## src/rtl/led_pattern_gen.sv

```systemverilog
// led_pattern_gen: multi-channel LED pattern generator (OFF/ON/BLINK/BURST) on a shared tick
// Ports:
//   Clk_50M   system clock
//   rst       asynchronous active-low reset
//   cfg_we    one-cycle configuration write strobe
//   cfg_ch    target channel (writes to cfg_ch >= CH are ignored)
//   cfg_mode  0 OFF, 1 ON, 2 BLINK, 3 BURST
//   cfg_half  half-period in ticks (0 is treated as 1)
//   dim       global brightness, only when LED_DIM_EN is defined
//   tick      one-cycle pulse per tick
//   Led       active-high LED drive, one bit per channel
// Optional feature macro: LED_DIM_EN (adds dim port and PWM gate)
module led_pattern_gen #(
   parameter int CLK_HZ  = 50_000_000,
   parameter int TICK_HZ = 1000,
   parameter int CH      = 4,
   parameter int PW      = 12
) (
   input  logic          Clk_50M,
   input  logic          rst,
   input  logic          cfg_we,
   input  logic [3:0]    cfg_ch,
   input  logic [1:0]    cfg_mode,
   input  logic [PW-1:0] cfg_half,
`ifdef LED_DIM_EN
   input  logic [3:0]    dim,
`endif
   output logic          tick,
   output logic [CH-1:0] Led
);
   localparam int DIV = CLK_HZ / TICK_HZ;
   localparam int PRW = $clog2(DIV);
   localparam logic [1:0] OFF   = 2'd0;
   localparam logic [1:0] BLINK = 2'd2;
   localparam logic [PW-1:0] HALF_RST = PW'(500);
   logic [PRW-1:0] pre;
   logic [1:0]     mode  [CH];
   logic [PW-1:0]  half  [CH];
   logic [PW-1:0]  cnt   [CH];
   logic [3:0]     phase [CH];
   logic [3:0]     nph   [CH];
   logic [CH-1:0]  led;
   logic [CH-1:0]  wrap;
   assign tick = pre == PRW'(DIV - 1);
   always_comb begin
      for (int i = 0; i < CH; i++) begin
         wrap[i] = cnt[i] == half[i] - 1'b1;
         nph[i]  = phase[i] == 4'd9 ? 4'd0 : phase[i] + 4'd1;
      end
   end
   // a write takes priority over a coinciding tick on the same channel
   always_ff @(posedge Clk_50M or negedge rst) begin
      if (!rst) begin
         pre <= '0;
         for (int i = 0; i < CH; i++) begin
            mode[i]  <= BLINK;
            half[i]  <= HALF_RST;
            cnt[i]   <= '0;
            phase[i] <= '0;
            led[i]   <= 1'b1;
         end
      end else begin
         pre <= tick ? '0 : pre + 1'b1;
         for (int i = 0; i < CH; i++) begin
            if (cfg_we && cfg_ch == 4'(i)) begin
               mode[i]  <= cfg_mode;
               half[i]  <= cfg_half == '0 ? PW'(1) : cfg_half;
               cnt[i]   <= '0;
               phase[i] <= '0;
               led[i]   <= cfg_mode != OFF;
            end else if (tick && mode[i][1]) begin
               cnt[i] <= wrap[i] ? '0 : cnt[i] + 1'b1;
               if (wrap[i]) begin
                  if (mode[i][0]) begin
                     phase[i] <= nph[i];
                     led[i]   <= nph[i] < 4'd6 && !nph[i][0];
                  end else
                     led[i] <= ~led[i];
               end
            end
         end
      end
   end
`ifdef LED_DIM_EN
   localparam int PD  = (DIV / 16) < 1 ? 1 : DIV / 16;
   localparam int PCW = PD > 1 ? $clog2(PD) : 1;
   logic [PCW-1:0] pc;
   logic [3:0]     pwm;
   logic           pstep;
   assign pstep = pc == PCW'(PD - 1);
   always_ff @(posedge Clk_50M or negedge rst) begin
      if (!rst) begin
         pc  <= '0;
         pwm <= '0;
      end else begin
         pc <= pstep ? '0 : pc + 1'b1;
         if (pstep) pwm <= pwm + 4'd1;
      end
   end
   // widened compare so dim=15 keeps the gate permanently open
   assign Led = led & {CH{{1'b0, pwm} < {1'b0, dim} + 5'd1}};
`else
   assign Led = led;
`endif
endmodule

```

## config.mk

```make
export PLATFORM = sky130hd
export DESIGN_NAME = led_pattern_gen
export DESIGN_NICKNAME = d
export VERILOG_FILES = /design/src/rtl/led_pattern_gen.sv
export SDC_FILE = /design/constraint.sdc
export NUM_CORES = 1
export LEC_CHECK = 0
export CAP_MARGIN = 30
export CORE_MARGIN = 2
export CORE_UTILIZATION = 40
export CTS_BUF_LIST = sky130_fd_sc_hd__clkbuf_8
export CTS_CLUSTER_DIAMETER = 200
export DETAILED_ROUTE_END_ITERATION = 10
export HOLD_SLACK_MARGIN = 0.06
export PLACE_DENSITY = 0.55
export SETUP_SLACK_MARGIN = 0.05
export SLEW_MARGIN = 10
export SYNTH_ARGS = -nofsm -noshare
export SYNTH_HDL_FRONTEND = slang
export SYNTH_SLANG_ARGS = --single-unit
```

## constraint.sdc

```tcl
create_clock -name Clk_50M -period 6.4 [get_ports Clk_50M]
set_input_delay 1.28 -clock Clk_50M [delete_from_list [all_inputs] [get_ports Clk_50M]]
set_output_delay 1.28 -clock Clk_50M [all_outputs]
set_load 0.01 [all_outputs]
```

After elaboration in Yosys (flattened, before gate mapping). Cells that the tools add are included.

Add/sub/neg operators: 13. Order comparisons: 4. Eq/ne operators: 12. Muxes and demuxes: 50. Bitwise gates (word level): 4. Reductions and logical operators: 39.

Operator list (number): two-way mux 12 bit (13); two-way mux 4 bit (20); adder 12 x 1 -> 12 bit, second input constant (4); == test 12 bit (4); subtractor 12 x 1 -> 12 bit, second input constant (4); nonzero test 2 bit (13); adder 16 x 1 -> 16 bit, second input constant (1); adder 4 x 1 -> 4 bit, second input constant (4); == test 16 bit, second input constant (1); == test 4 bit, second input constant (4); < comparator 4 x 3 -> 1 bit, second input constant (4); two-way mux 1 bit (16); two-way mux 16 bit (1); logical AND 1 bit (12); zero test 12 bit (1); AND reduction 3 bit (4); == test 4 x 2 -> 1 bit, second input constant (2); AND reduction 2 bit (4); == test 4 x 1 -> 1 bit, second input constant (1); zero test 1 bit (4); zero test 4 bit (1); inverter 1 bit (4).

Flip-flop bits (word level): 140. Input bits: 21.

Depth between registers and ports, before layout.
Depth in word-level cells: 8. Mapped depth: 11. Gate-level depth less buffers: 9.

Worst setup path before layout. Ideal clock, no wire load.

Kind: register to register. From: register half[36] (netlist bit). To: register phase[12] (netlist bit). Arrival time: 2978 ps. Required time: 6323 ps. Slack: 3344 ps. Stages on the path, launching flop included: 11. Path through: dfrtp_1 -> inv_1 -> ha_1 -> or3b_2 -> a2111o_1 -> a21oi_1 -> nand4_1 -> or4_4 -> buf_6 -> or4_1 -> a21oi_1.

Longest elaborated chain between the ends: 4.

RTL lines: start, declared (line 38) `logic [PW-1:0] half [CH];`; start signal, assigned by index (line 67) `half[i] <= cfg_half == '0 ? PW'(1) : cfg_half;`; subtractor 12 x 1 -> 12 bit (line 47) `wrap[i] = cnt[i] == half[i] - 1'b1;`; == test 12 bit (line 47); nonzero test 2 bit (no line); AND reduction 3 bit (no line); end signal, assigned by index (line 75) `phase[i] <= nph[i];`; end, declared (line 40) `logic [3:0] phase [CH];`.

Every way passes these cells. A chain may end at the register's enable or synchronous reset.

Worst setup path after layout.
From: input cfg_we. To: register phase[3] (netlist bit).

Longest elaborated chain between the ends: 3.

RTL lines: start, declared (line 21) `input logic cfg_we,`; logical AND 1 bit * (line 65) `if (cfg_we && cfg_ch == 4'(i)) begin`; nonzero test 2 bit (no line); AND reduction 3 bit (no line).

Every way passes the cells marked *; elsewhere a longest branch is shown, timed or not.

==> flow_summary.json <==
{
  "outcome": "complete, no violations",
  "initial_core_utilization_pct": 40.5,
  "period_share_pct": 53.9,
  "total_power_mw": 2.49,
  "clock_skew_ps": 14.3,
  "cp_data_arrival_time_ps": 3790,
  "drt_first_pass_iters": 5,
  "first_global_vias": 6223,
  "clk_latency_ps": 440,
  "period_minus_slack_ps": 3450,
  "ranking_of_synthesized_cells_by_area": "sky130_fd_sc_hd__dfrtp_1 33%, sky130_fd_sc_hd__dfstp_2 10%, sky130_fd_sc_hd__nand2_1 8.4%, sky130_fd_sc_hd__xnor2_1 5.9%, sky130_fd_sc_hd__xor2_1 5.7%",
  "synth_top_flop_cell": "sky130_fd_sc_hd__dfrtp_1",
  "timing.setup.tns_ps": 0,
  "routed-via-count": 6534,
  "maximum_number_of_pins_on_one_net_before_global_route_repair": 89,
  "synthesis.area_um2": 8170,
  "cts_hold_repair.buffers": 0,
  "max_cap_viol_count": 0,
  "cts_made_buffers": 17,
  "design_area_um2": 9030,
  "rsz0062_at_grt": "no",
  "post_synthesis_net_count": 958,
  "fp.dieH_um": 147,
  "post_synth_num_cell_types": 68,
  "route.antenna.remaining_nets": 0,
  "placement.cell_area_um2": 8600,
  "path_class": "in -> reg",
  "drtIter0Drc": 376,
  "per_instance_average_area_after_synthesis_um2": 8.81,
  "hold_viol": 0,
  "crit_path_max_incr_delay_ps": 660,
  "power_per_cell_area_nw_per_um2": 276,
  "share_of_cells_above_drive_strength_1_pct": 9.96,
  "number_of_antenna_violations_at_the_first_check_in_global_routing": 0,
  "fill_cell_instance_count_of_the_final_layout": 2008,
  "synth_top_area_cell": "sky130_fd_sc_hd__dfrtp_1",
  "number_of_register_bits_inferred_by_synthesis": 140,
  "setup_viol": 0,
  "endpoint_class_of_the_critical_path": "flop",
  "post-dp-hpwl_um": 13300,
  "dpl_worst_slack_ps": 2460,
  "drc": 0,
  "ctsHtreeMaxLevel": 4,
  "crit_family": "simple AND/OR/NAND/NOR gates",
  "worst_setup_hold_path_clk_slew_ps": 80,
  "pin_count": 26,
  "synth.yosys.seq_area_share_pct": 43.3,
  "antenna_cells": 0,
  "setup_ws_ps": 2950,
  "num_rows": 52,
  "largest_fanout_on_the_critical_path": 20,
  "post_cts_resize_count": 0,
  "synth_warnings": 0,
  "cts_num_sinks": 140,
  "viasPerCell": 5.34,
  "cp_num_buf_inv": 1,
  "synth.top_cell.area_share_pct": 33.1,
  "max_freq_mhz": 290,
  "drt-total-wl_um": 19200,
  "tritoncts_clock_tree": "yes",
  "crit_slowest_cell": "sky130_fd_sc_hd__nand3_1",
  "hp-class": "reg -> reg",
  "leakage_nw": 3.84,
  "design.final.nets": 971,
  "start_kind": "input pin",
  "tightestPinTransition_ps": 888,
  "regToRegSetupSlack_ps": 3090,
  "chipWidth_um": 147,
  "timing.critical_path.required_ps": 6740,
  "grt_util_all_layers_pct": 18.7,
  "hold_slack_ps": 470,
  "grt.overflow.total": 0,
  "relSlewSlack_pct": 40.2,
  "finalWeightedCongestion": 0.830,
  "clockRootBuffer": "sky130_fd_sc_hd__clkbuf_8",
  "grt_pass1_wl_um": 32600,
  "die-area_um2": 21600,
  "worstPathCellList": "clkdlybuf4s50_1, nor3b_1, nand3_1, a21o_1, o311a_1, a31o_2",
  "clk_path_buf_depth": 2,
  "wl_per_cell_um": 15.7,
  "synthesis.instances": 928,
  "synthToLayoutAreaGrowth_pct": 10.5,
  "post_cts_buffers": 0,
  "synth_edf_count": 0,
  "asyncSetResetFlopFracSynth_pct": 100,
  "placement.io_buffers": 25,
  "fp.coreArea_um2": 20200,
  "number_of_pins_exceeding_their_max_slew_limit_in_the_final_report": 0,
  "worst_ir_drop_vdd_mv": 0.176
}
[final cells by class]
type	count	area [µm²]	area share (%)
multi-input cells	721	4320	47.9
inverters	32	120	1.33
clock inverters	14	170	1.88
well taps	270	338	3.74
flip-flops and latches	140	3540	39.2
clock buffers	18	248	2.74
repair buffers	29	289	3.20
[synthesized netlist by cell type (all sizes together) (9+ instances only)]
cell type	count
or4	12
or3	13
dfstp	32
nand2	182
dfrtp	108
and3	19
nor2b	10
a31oi	9
clkbuf	25
ha	9
nand3	31
xnor2	55
nor2	83
nand4	23
buf	10
mux2i	9
o21ai	40
a21oi	30
nor3	26
xor2	53
nor4	15
mux2	9
inv	32
[power by group]
part	switching, mW	leakage (nW)	total, mW	internal [mW]
clock	0.368	0.207	0.765	0.397
sequential	0.150	1.74	1.17	1.02
combinational	0.297	1.89	0.549	0.252
total	0.815	3.84	2.49	1.67
[cell families (layout without fill, tap and decap cells)]
group,after synthesis,count (layout),share of synthesized area (%)
and+or+nand+nor,452,452,26.8
DFF,140,140,43.3
AOI/OAI and AO/OA,134,134,10.7
xor gates and xnor gates,108,108,11.6
buffers and inverters,67,93,3.84
muxes,18,18,2.34
adders and majority gates,9,9,1.38
[through the flow]
stage	std cells	util (%)
2_1_floorplan	928	-
3_3_place_gp	1191	42.6
3_5_place_dp	1191	42.6
4_1_cts	1223	44.7
5_1_grt	1224	44.8
6_report	1224	44.8
[per-layer routing]
metal	GRT usage (%)	up-vias	part of all wire, %
li1	-	3249	-
met1	27.9	3148	50
met2	27.8	117	44
met3	3.48	20	4.3
met4	5.29	0	1.5
met5	0	-	0
[cells in the final DEF (no fill, tap or decap), types with 4 or more instances in the layout]
cell type	instances
sky130_fd_sc_hd__a211oi_1	6
sky130_fd_sc_hd__a21o_1	5
sky130_fd_sc_hd__a21oi_1	30
sky130_fd_sc_hd__a31oi_1	9
sky130_fd_sc_hd__and2_1	6
sky130_fd_sc_hd__and3_1	18
sky130_fd_sc_hd__and4_1	5
sky130_fd_sc_hd__clkbuf_8	18
sky130_fd_sc_hd__clkdlybuf4s50_1	24
sky130_fd_sc_hd__dfrtp_1	108
sky130_fd_sc_hd__dfstp_2	32
sky130_fd_sc_hd__ha_1	9
sky130_fd_sc_hd__inv_1	33
sky130_fd_sc_hd__mux2_2	9
sky130_fd_sc_hd__mux2i_1	9
sky130_fd_sc_hd__nand2_1	182
sky130_fd_sc_hd__nand2b_1	4
sky130_fd_sc_hd__nand3_1	31
sky130_fd_sc_hd__nand4_1	23
sky130_fd_sc_hd__nand4b_1	5
sky130_fd_sc_hd__nor2_1	82
sky130_fd_sc_hd__nor2b_1	9
sky130_fd_sc_hd__nor3_1	26
sky130_fd_sc_hd__nor3b_1	5
sky130_fd_sc_hd__nor4_1	13
sky130_fd_sc_hd__nor4b_1	4
sky130_fd_sc_hd__o21ai_0	37
sky130_fd_sc_hd__o31ai_1	4
sky130_fd_sc_hd__or3_1	13
sky130_fd_sc_hd__or4_1	10
sky130_fd_sc_hd__xnor2_1	55
sky130_fd_sc_hd__xor2_1	53
[path summary, 6_finish.rpt]
check | cells after the start | end | start
worst max-delay path | 6 | phase[3] | cfg_we
worst min-delay path | 1 | pre[0] | pre[0]
worst max register to register | 8 | phase[5] | half[12]
worst min register to register | 1 | pre[0] | pre[0]
max in group asynchronous | 2 | cnt[33] | rst
min in group asynchronous | 1 | cnt[21] | rst
[sequential cells by signal, summed over array words and instances (netlist names)]
name,count
Led,4
cnt,48
half,48
mode,8
phase,16
pre,16
Note: power is estimated with default switching activity, not from simulation.
